<file path="src/rtl/adc_stream_unpacker.sv">
`default_nettype none
// ============================================================================
//  Module      : adc_stream_unpacker
//  Description : AXI-Stream slave for the 32-bit ADC capture stream. Checks
//                framing, sign-extends A/B into a FIFO and exposes counters.
//                Optional length check: define ADC_UNPACK_LEN_CHECK_EN.
//  Revision    : 1.0 - initial release
// ============================================================================
module adc_stream_unpacker #(
    parameter int FIFO_AW   = 4,
    parameter int OUT_WIDTH = 16
) (
    input  logic                 aclk,
    input  logic                 areset,
    input  logic [31:0]          s_axis_tdata,
    input  logic                 s_axis_tvalid,
    input  logic                 s_axis_tlast,
    output logic                 s_axis_tready,
    output logic [OUT_WIDTH-1:0] m_sample_a,
    output logic [OUT_WIDTH-1:0] m_sample_b,
    output logic                 m_sample_first,
    output logic                 m_sample_last,
    output logic                 m_sample_err,
    output logic                 m_sample_valid,
    input  logic                 m_sample_ready,
    input  logic                 clear_stats,
    input  logic [7:0]           len_log2,
    output logic [31:0]          packets_count,
    output logic [31:0]          words_count,
    output logic [15:0]          tag_err_count,
    output logic [15:0]          tlast_err_count,
    output logic [15:0]          len_err_count,
    output logic [FIFO_AW:0]     fifo_level
);

    localparam logic [FIFO_AW:0] c_depth = (FIFO_AW+1)'(1 << FIFO_AW);
    localparam int               c_ew    = 2*OUT_WIDTH + 3;

    localparam logic [0:0] c_st_idle = 1'b0;
    localparam logic [0:0] c_st_pkt  = 1'b1;

    logic [0:0]           r_state;
    logic                 r_tready;
    logic [FIFO_AW:0]     r_level;
    logic [FIFO_AW-1:0]   r_wr_ptr;
    logic [FIFO_AW-1:0]   r_rd_ptr;
    logic [c_ew-1:0]      r_mem [0:(1<<FIFO_AW)-1];
    logic [31:0]          r_packets;
    logic [31:0]          r_words;
    logic [15:0]          r_tag_err;
    logic [15:0]          r_tlast_err;
    logic [15:0]          r_len_err;

    logic                 w_accept;
    logic                 w_push;
    logic                 w_pop;
    logic                 w_first;
    logic                 w_tlast_mis;
    logic                 w_len_err;
    logic [FIFO_AW:0]     w_level_next;
    logic [OUT_WIDTH-1:0] w_a;
    logic [OUT_WIDTH-1:0] w_b;
    logic [c_ew-1:0]      w_wr_entry;
    logic [c_ew-1:0]      w_head;

    // Dropped words (bit31 = 0) count as accepted but never reach the FIFO or the FSM
    assign w_accept    = s_axis_tvalid & r_tready;
    assign w_push      = w_accept & s_axis_tdata[31];
    assign w_pop       = (r_level != '0) & m_sample_ready;
    assign w_first     = (r_state == c_st_idle);
    assign w_tlast_mis = (s_axis_tdata[30] != s_axis_tlast);

    assign w_a        = OUT_WIDTH'($signed(s_axis_tdata[29:15]));
    assign w_b        = OUT_WIDTH'($signed(s_axis_tdata[14:0]));
    assign w_wr_entry = {w_a, w_b, w_first, s_axis_tlast, w_tlast_mis | w_len_err};

`ifdef ADC_UNPACK_LEN_CHECK_EN
    logic [63:0] r_pos;
    logic [5:0]  r_len_sh;
    logic        r_len_chk;
    logic [63:0] w_pos;
    logic [63:0] w_target;
    logic [5:0]  w_len_sh;
    logic        w_len_chk;

    // The length setting is latched at the first word so it cannot change mid-packet
    assign w_len_chk = w_first ? (len_log2 < 8'd64) : r_len_chk;
    assign w_len_sh  = w_first ? len_log2[5:0] : r_len_sh;
    assign w_pos     = w_first ? 64'd1 : (r_pos + 64'd1);
    assign w_target  = 64'd1 << w_len_sh;
    assign w_len_err = w_push & w_len_chk &
                       (s_axis_tlast ? (w_pos < w_target) : (w_pos == w_target));

    always_ff @(posedge aclk) begin
        if (areset) begin
            r_pos     <= '0;
            r_len_sh  <= '0;
            r_len_chk <= 1'b0;
        end else if (w_push) begin
            r_pos <= w_pos;
            if (w_first) begin
                r_len_sh  <= w_len_sh;
                r_len_chk <= w_len_chk;
            end
        end
    end
`else
    logic w_unused_len;
    assign w_unused_len = ^len_log2;
    assign w_len_err    = 1'b0;
`endif

    always_comb begin
        w_level_next = r_level;
        if (w_push && !w_pop) begin
            w_level_next = r_level + 1'b1;
        end else if (!w_push && w_pop) begin
            w_level_next = r_level - 1'b1;
        end
    end

    always_ff @(posedge aclk) begin
        if (areset) begin
            r_state  <= c_st_idle;
            r_tready <= 1'b0;
            r_level  <= '0;
            r_wr_ptr <= '0;
            r_rd_ptr <= '0;
        end else begin
            r_level  <= w_level_next;
            r_tready <= (w_level_next < c_depth);
            if (w_push) begin
                r_wr_ptr <= r_wr_ptr + 1'b1;
                r_state  <= s_axis_tlast ? c_st_idle : c_st_pkt;
            end
            if (w_pop) begin
                r_rd_ptr <= r_rd_ptr + 1'b1;
            end
        end
    end

    always_ff @(posedge aclk) begin
        if (w_push) begin
            r_mem[r_wr_ptr] <= w_wr_entry;
        end
    end

    always_ff @(posedge aclk) begin
        if (areset || clear_stats) begin
            r_packets   <= '0;
            r_words     <= '0;
            r_tag_err   <= '0;
            r_tlast_err <= '0;
            r_len_err   <= '0;
        end else begin
            if (w_push && s_axis_tlast) begin
                r_packets <= r_packets + 32'd1;
            end
            if (w_accept) begin
                r_words <= r_words + 32'd1;
            end
            if (w_accept && !s_axis_tdata[31] && r_tag_err != 16'hFFFF) begin
                r_tag_err <= r_tag_err + 16'd1;
            end
            if (w_push && w_tlast_mis && r_tlast_err != 16'hFFFF) begin
                r_tlast_err <= r_tlast_err + 16'd1;
            end
            if (w_len_err && r_len_err != 16'hFFFF) begin
                r_len_err <= r_len_err + 16'd1;
            end
        end
    end

    assign w_head         = r_mem[r_rd_ptr];
    assign m_sample_a     = w_head[OUT_WIDTH+3 +: OUT_WIDTH];
    assign m_sample_b     = w_head[3 +: OUT_WIDTH];
    assign m_sample_first = w_head[2];
    assign m_sample_last  = w_head[1];
    assign m_sample_err   = w_head[0];
    assign m_sample_valid = (r_level != '0);

    assign s_axis_tready   = r_tready;
    assign fifo_level      = r_level;
    assign packets_count   = r_packets;
    assign words_count     = r_words;
    assign tag_err_count   = r_tag_err;
    assign tlast_err_count = r_tlast_err;
    assign len_err_count   = r_len_err;

endmodule
`default_nettype wire

</file>
<file path="config.mk">
export PLATFORM = sky130hd
export DESIGN_NAME = adc_stream_unpacker
export DESIGN_NICKNAME = d
export VERILOG_FILES = /design/src/rtl/adc_stream_unpacker.sv
export SDC_FILE = /design/constraint.sdc
export NUM_CORES = 1
export LEC_CHECK = 0
export ABC_AREA = 1
export CORE_MARGIN = 2
export CORE_UTILIZATION = 53
export CTS_CLUSTER_SIZE = 30
export DETAILED_ROUTE_END_ITERATION = 10
export PLACE_DENSITY = 0.75
export SYNTH_ARGS = -nofsm -noshare
export SYNTH_HDL_FRONTEND = slang
export SYNTH_SLANG_ARGS = --single-unit
export TNS_END_PERCENT = 20
</file>
<file path="constraint.sdc">
create_clock -name aclk -period 2.7 [get_ports aclk]
set_input_delay 0.405 -clock aclk [delete_from_list [all_inputs] [get_ports aclk]]
set_output_delay 0.405 -clock aclk [all_outputs]
set_load 0.05 [all_outputs]
</file>
==> results.txt, run 1 <==
The run finished with clean final reports. Across the run, the number of max-cap violations was 0. After detailed routing, the number of remaining DRC violations is 0. At the later pin of the worst-skew pair, clock insertion delay measures 610 ps. Yosys attributes the largest share of cell area to sky130_fd_sc_hd__edfxtp_1 (59%), sky130_fd_sc_hd__dfxtp_1 (8.6%), sky130_fd_sc_hd__nor2_1 (7.6%). The maximum count of clock buffers along a single path is 3. By count the netlist is led by sky130_fd_sc_hd__nor2_1 (547), sky130_fd_sc_hd__edfxtp_1 (528), sky130_fd_sc_hd__o21ai_0 (298). The critical path's largest stage delay is 450 ps, and the area taken by multi-input logic gates is 7820 um^2. Summing all flip-flop and latch instances after layout gives 18,200 um^2. The number of buffers inserted by port buffering works out to 175. The cell sitting at the root of the clock tree is a sky130_fd_sc_hd__clkbuf_16. The remaining global-route overflow is 0. Overall die height: 229 um. Data on the critical path is required at its endpoint by 2300 ps. The tools report the initial DRC count as 1,942. Total vias in the final route: 20,000.

The logs give 488 ps for the worst hold slack across all endpoints and 26,900 um^2 for the area of the mapped netlist. Most frequently used flop master after synthesis: sky130_fd_sc_hd__edfxtp_1. IR analysis of the VDD net gives a maximum drop of 0.000501 V.

The clock slew at the register clock pins of the worst setup and hold paths was 60 ps; the initial cell density of the core was 53.6%. During synthesis, Yosys emitted a total of 0 warnings. The critical path is of the register to output port type. The critical path endpoint category is an output port. sky130_fd_sc_hd__edfxtp_1 takes more of the synthesized area than any other cell. After routing the design area is 32,900 um^2.

For this design, the slowest cell found on the critical path is sky130_fd_sc_hd__dfxtp_4. The finished layout holds 3,438 standard cells, fillers aside. The share of final-layout standard cells stronger than drive strength 1 was 10.3%; the static leakage power was 10.9 nW. The total track usage was 25.7%; the area share of the leading cell type in the synthesized netlist was 58.9%. The critical-path maximum fanout came out at 80. For the pin with the worst max-slew slack, the measured transition is 868 ps.

Highest clock rate: 374 MHz. For the max-slew violation total from the final report, the log shows 0. In this run the number of H-tree levels came out at 3. The run gives 0 as the number of failing hold endpoints at the final stage.

In the finished design, the share of the clock period the worst path needs comes to 99.0%. The core region is 50,200 um^2. The kind of path behind the tightest hold check is register to register. For the final core utilization, the log shows 65.6%. The critical path goes through buf_4, buf_16, o21ai_0, o211ai_1, nand3_1, nand2_1, buf_12. For this design the top-level I/O count stands at 200. The fraction of synthesis flops using an asynchronous set or reset pin works out to 0%. For the site row count, the log shows 82. The pre-CTS setup slack is 175 ps, and the post-detailed-placement half-perimeter wirelength is 38,300 um.

For this run, the post-layout net count is 2,773. Routability-driven placement finished with a final weighted congestion of 0.860. The run gives 643 as the TritonCTS sink count.

Entering global routing, the biggest net connects 81 pins. The buffer and inverter count on the worst path works out to 3. The floorplan step defined a die boundary enclosing 52,600 um^2. The synthesis-stage register bit count was 643; the number of endpoints failing setup at the final stage was 0. Synthesis handed over a netlist of 2,501 instances. Number of antenna violations at the first check in global routing: 5. In the routed layout, each cell is associated on average with a via count of 5.83.

Dividing the synthesized area by the synthesized cell count gives 10.8 um^2. In this run, distinct cell masters in the synthesized netlist total 41. In this run the cell area measured after placement is 30,200 um^2. Dividing the detail-routed wire length by the instance count gives 20.3 um.

The number of placed cells counting well taps is 3,289. In this run the tightest slew margin relative to its limit is 42.1%. The logs give 5 for the number of search-and-repair iterations in the first detailed-routing pass and 2270 ps for the arrival time at the worst endpoint.

The number of enable flip-flop cells after synthesis works out to 528. The number of global-route vias before repair came out at 19,700. Broken down by cell family, the worst path's largest delay share belongs to buffers and inverters.

The shortest period the worst path allows is 2670 ps, and the count of nets left with antenna violations after detail routing is 0. In this run the power density over the cells is 928 nW/um^2. Setup slack closes at 27.3 ps. In this run, CTS created clock tree buffers numbering 66. The die span in x was 229 um. sky130_fd_sc_hd__nor2_1 is the most common cell in the netlist.

The number of fill cells is 3,600. The first global-routing pass estimated 106,000 um of wire. Between clock sinks in the finished design, the worst skew comes to 28.3 ps. The aggregate routed wire length was 69,600 um; the signed area change from the synthesized netlist to the final layout was 22.2%.

Summing the sequential cell areas from Yosys gives 67.5% of the chip area. Setup repair after global routing could not meet its margin everywhere. TritonCTS built the clock tree. The tools report the startpoint type of the worst setup path as a register.
through the flow:
stage / setup TNS, ps / power [mW]
floorplan: -195290 / 17.0
global placement: 0 / 20.4
CTS: -353 / 30.0
global route: -1760 / 31.7
detailed placement: 0 / 20.7
finish: 0 / 30.5
final cells by class:
cell class | instances | area share [%]
tap | 672 | 2.56
clock buffer | 78 | 5.25
timing repair inverter | 1 | 0.0342
inverter | 129 | 1.52
clock inverter | 40 | 0.985
timing repair buffer | 271 | 10.6
antenna | 2 | 0.0152
multi-input combinational | 1602 | 23.8
sequential | 643 | 55.2
worst paths after layout:
| path | start | to | slack (ps) | cells after the start |
|---|---|---|---|---|
| worst min-delay path | r_rd_ptr[2] | register | 490 | 2 |
| worst min register to register | r_rd_ptr[2] | register | 490 | 2 |
| worst max-delay path | register | m_sample_b[7] | 30 | 7 |
| worst max register to register | fifo_level[0] | fifo_level[2] | 410 | 9 |
metal layers:
layer	track usage (%)	part of all wire [%]	wire, um	vias up
li1	-	-	-	9179
met1	33.1	39	26900	9646
met2	43.5	49	34000	1050
met3	5.34	9.3	6480	163
met4	8.62	3.2	2200	6
met5	0	0.060	42	-
flip-flops by register name, indices dropped and copies added (netlist names), named ones only:
signal           flops
packets_count       32
r_state              1
r_rd_ptr             4
tlast_err_count     16
r_wr_ptr             4
s_axis_tready        1
fifo_level           4
r_mem              528
words_count         32
tag_err_count       16
timing repair:
action	4_1_cts	5_1_grt
hold buffers	0	0
pin swaps	7	14
setup buffers	12	5
gates cloned	6	7
resized for setup	29	34
setup endpoints to repair	36	34
cell families after synthesis:
family / Yosys count / synth area share [%]
AND/OR/NAND/NOR: 1001 / 15.1
other: 1 / 0.0139
flip-flops: 643 / 67.5
AO/OA/AOI/OAI: 546 / 11.6
adder cells (fa/ha/maj): 13 / 0.604
XOR/XNOR: 26 / 0.846
buffers and inverters: 271 / 4.39
worst reg2reg max path, cell delays in order, from the launching register on:
cell and delay, ps:
sky130_fd_sc_hd__dfxtp_1 350, sky130_fd_sc_hd__inv_1 130, sky130_fd_sc_hd__ha_1 220, sky130_fd_sc_hd__nand4_1 170
sky130_fd_sc_hd__nand2_1 220, sky130_fd_sc_hd__clkinv_1 230, sky130_fd_sc_hd__ha_1 490, sky130_fd_sc_hd__inv_1 120
sky130_fd_sc_hd__o21ai_0 180, sky130_fd_sc_hd__a21oi_1 60
cell usage in the layout, fill, tap and decap left out, drive strengths merged, types with 13 or more instances in the layout:
| cell | netlist | routed |
|---|---|---|
| nor2 | 555 | 555 |
| edfxtp | 528 | 528 |
| o21ai | 326 | 326 |
| nand2 | 275 | 275 |
| clkdlybuf4s50 | 0 | 139 |
| o211ai | 133 | 133 |
| inv | 127 | 130 |
| buf | 78 | 123 |
| dfxtp | 115 | 115 |
| nand3 | 110 | 110 |
| clkbuf | 64 | 84 |
| a21oi | 75 | 75 |
| clkinv | 2 | 31 |
| nand4 | 29 | 29 |
| nor3 | 19 | 19 |
| conb | 1 | 16 |
| xor2 | 13 | 13 |
| xnor2 | 13 | 13 |
| ha | 13 | 13 |
where the power goes:
part / total (mW) / switching (mW) / internal (mW) / leakage, nW
clock network: 8.70 / 3.81 / 4.90 / 0.990
registers: 11.0 / 0.160 / 10.9 / 5.68
logic: 10.8 / 6.55 / 4.22 / 4.21
Note: power is estimated with default switching activity, not from simulation.
==> run 2: changes to the inputs <==
- ABC_AREA: 1 -> default
- HOLD_SLACK_MARGIN: default -> 0.06
==> run 2 against run 1 <==
Largest power group unchanged. The flow now finishes with violations (negative setup slack). Setup slack lost 350 ps. Wire length decreased by 15%. Clock skew is 1.2 ps higher. Critical endpoint is now m_sample_a[15].
==> results.txt, run 2 <==
The library cell used most frequently in the layout, excluding fill and tap cells, is sky130_fd_sc_hd__edfxtp_1. Setup violations remaining at the end of the flow were counted as 35. The number of failing hold endpoints at the final stage is 0. The worst register-to-register path ends at fifo_level[2]. After layout, the minimum clock period comes to 3030 ps.

Data on the critical path is required at its endpoint by 2300 ps. The worst hold slack across all endpoints was 497 ps. The largest vdd supply drop was 0.000565 V; the setup skew after layout was 29.5 ps.

The maximum count of clock buffers along a single path is 3. At the pin with the least slew margin, the transition time is 743 ps. The sequential cell area fraction in the yosys report came out at 70.8%. The maximum level of the CTS H-tree was 2. The synthesized design devotes to its leading area cell type 61.8% of total area. The worst hold path begins at tlast_err_count[15]. The clock insertion delay at the later pin of the skew report is 640 ps. Synthesis inferred 643 register bits. The number of antenna violations at the first check in global routing is 2. The min-delay analysis places its worst path in the category register to register. Routability-driven placement finished with a final weighted congestion of 0.838.

The commonest cells after synthesis are sky130_fd_sc_hd__edfxtp_1 (528), sky130_fd_sc_hd__mux4_2 (165), sky130_fd_sc_hd__dfxtp_1 (115). After Yosys synthesis, XOR and XNOR cells account for 1.09% of the synthesized area. The first global-routing pass estimated 87,700 um of wire. TritonCTS built the clock tree. The flow ran to the end, but the final reports show violations. The logs give 200 for the number of top-level pins and 48 for the number of distinct library cell variants in the gate-level netlist after synthesis. In the synthesized netlist the dominant register cell turns out to be sky130_fd_sc_hd__edfxtp_1.

The number of global-route vias before repair is 14,300. Summed over all cells, the static leakage comes to 9.43 nW. Yosys mapped a number of flops with a built-in enable equal to 528. The first routing iteration left 1,279 violations.

The register with the most flip-flops in the layout has 528 of them. The startpoint type of the worst setup path was a register. Clock slew at the register clock pins of the worst setup and hold paths: 60 ps.

For this block, the via count after detailed routing is 14,400. Headroom to the max-slew limit came out at 50.1%. After the last flow step, the layout net total stands at 1,734. Buffers inserted during clock tree synthesis total 61.

Across all register-to-register paths, the minimum setup slack is 340 ps. The post-detailed-placement half-perimeter wirelength was 31,900 um; the max-slew violation total from the final report was 0. Ranked by total cell area, the synthesized netlist is headed by sky130_fd_sc_hd__edfxtp_1 (62%), sky130_fd_sc_hd__mux4_2 (14%), sky130_fd_sc_hd__dfxtp_1 (9.0%). The worst hold path was traced through 2 stages. Max-cap violations in this run came to 0.

The initialized floorplan defines 80 standard-cell rows. After synthesis, the largest family of logic cells by area is multiplexers. Along the worst path, the maximum fanout reaches 9. The root buffer cell was sky130_fd_sc_hd__clkbuf_16. The initial utilization of the core area, before any placement, comes to 53.7%. For this run, the slowest stage of the critical path takes 550 ps. In the final routed layout, each cell accounts on average for 25.1 um. On the critical path, the stage with the largest delay is an instance of sky130_fd_sc_hd__mux4_2.

The checks that failed: negative setup slack. The post-route netlist has 22.8% of its cells at a drive strength greater than 1. Most common cell type on the critical path: sky130_fd_sc_hd__mux4_2. The area of the mapped netlist is 25,600 um^2.

The signal on the critical path passes through buf_12, buf_16, mux4_2, mux4_2, buf_6. From synthesis to final layout, the design area changed by 20.9%. For this run, asynchronously set or reset flops after synthesis account for 0%.

The register bank with the most flops is r_mem. The pin count of the biggest net entering global routing came out at 67. For the final routed database, the setup TNS stands at -9960 ps. The arrival time at the worst endpoint was 2620 ps.

The total track usage is 23.4%, and the fraction of the mapped netlist area in adder cells is 0.634%. The portion of the clock cycle consumed by the worst path in the final layout was 112%. Highest clock rate: 331 MHz. The number of buffers inserted by port buffering is 175, and the multiplexer share of the synthesized area is 15.2%. After floorplanning, the core was sized to cover 47,700 um^2. After detailed routing, the number of vias per cell comes to 6.15. The number of search-and-repair iterations in the first detailed-routing pass is 5, and the aggregate routed wire length is 58,900 um.

The logs give 1,447 for the number of instances in the synthesized netlist and 0 for the number of warnings issued by yosys. The largest area contributor in the synthesized netlist was sky130_fd_sc_hd__edfxtp_1. For this run the aggregate overflow at the end of global routing stands at 0. Summing the areas of all and, or, nand and nor instances in the mapped netlist gives 7.03% of the synthesized area. The mean area per synthesized cell is 17.7 um^2, and the final cell area excluding filler cells is 31,000 um^2.

By startpoint and endpoint, the worst setup path is classified as register to output port. The die covers 50,200 um^2. The die span in x was 224 um; the final core utilization was 64.9%.

At the placement stage, the worst setup path has a slack of 129 ps. In this run, post-CTS hold repair placed 0 buffers. The total power per unit cell area was 677 nW/um^2. Setup repair after global routing could not meet its margin everywhere. The die is 224 um tall. For this design, the sink count on the clock tree is 643.

In the routed design, unresolved DRC markers number 0. The count of nets left with antenna violations once routing finished came out at 0. Summing all placed instances gives a cell area of 28,700 um^2.

Cell with the most instances after synthesis: sky130_fd_sc_hd__edfxtp_1. The synthesized netlist devotes 3.17% of its cell area to compound gates. Worst hold path endpoint: tlast_err_count[15]. STA classifies the critical path endpoint as an output port. The worst register-to-register path begins at fifo_level[0]. The top cell types in the final layout, fill and taps aside, are sky130_fd_sc_hd__edfxtp_1 (528), sky130_fd_sc_hd__mux4_2 (165), sky130_fd_sc_hd__clkdlybuf4s50_1 (139), sky130_fd_sc_hd__dfxtp_1 (107), sky130_fd_sc_hd__clkbuf_16 (65). The final worst slack is -325 ps, and the path depth of the worst reg2reg path is 10.
-- run 2: cell types whose count changed in the layout (fill, tap and decap cells not counted), sizes merged, moves of 107 or more --
cell    before  now
mux4         0  165
inv        130   23
nor2       555   55
nand2      275   64
o211ai     133    1
o21ai      326   19
-- run 2: worst max-delay path by stage --
stage,from,slack (ps),end
finish,register,-330,m_sample_a[15]
floorplan,register,-0.8,m_sample_b[15]
global route,register,-400,m_sample_a[15]
detailed placement,fifo_level[0],130,fifo_level[2]
CTS,register,-410,m_sample_b[8]
global placement,fifo_level[0],170,fifo_level[2]
-- run 2: metrics by stage --
step                      instances  total power [mW]
after floorplan                1462              12.3
after global placement         2216              12.7
after detailed placement       2216              12.8
after CTS                      2342              21.1
after global routing           2343              21.6
final                          2343              21.0
-- run 2: layout make-up --
type / count / area, um^2
Clock buffer: 81 / 1600
Inverter: 20 / 75.1
Multi-Input combinational cell: 703 / 7190
Tap cell: 615 / 769
Timing Repair Buffer: 246 / 2890
Clock inverter: 34 / 292
Fill cell: 3139 / 16800
Antenna cell: 1 / 2.50
Sequential cell: 643 / 18200
-- run 2: logic make-up after synthesis --
kind of cell    Yosys count
flops                   643
xor+xnor                 32
compound gates          131
other cells               1
mux                     183
simple gates            328
buf+inv                 116
fa+ha+maj                13
-- run 2: metal layers --
| layer | vias up | global-route usage [%] | wire length [um] |
|---|---|---|---|
| met5 | - | 0 | 13 |
| met4 | 2 | 5.12 | 1170 |
| met3 | 87 | 5.73 | 4480 |
| met2 | 573 | 38.7 | 29600 |
| met1 | 7420 | 31.8 | 23600 |
| li1 | 6336 | - | - |
-- run 2: timing repair --
item	in CTS	in global routing
setup endpoints to repair	35	38
gates cloned	5	4
gates resized for setup	44	5
buffers inserted	6	0
-- run 2: report_power, final --
part | internal (mW) | leakage [nW] | total, mW | switching, mW
Combinational | 0.936 | 2.84 | 2.01 | 1.07
Clock | 4.56 | 0.911 | 8.19 | 3.62
Sequential | 10.8 | 5.67 | 10.8 | 0.0351
Total | 16.3 | 9.43 | 21.0 | 4.73
-- run 2: critical path: cells and delay by family, from the launching register on --
family / cells / cell delay (ps)
buffers and inverters: 3 / 500
muxes: 2 / 1090
DFF: 1 / 380
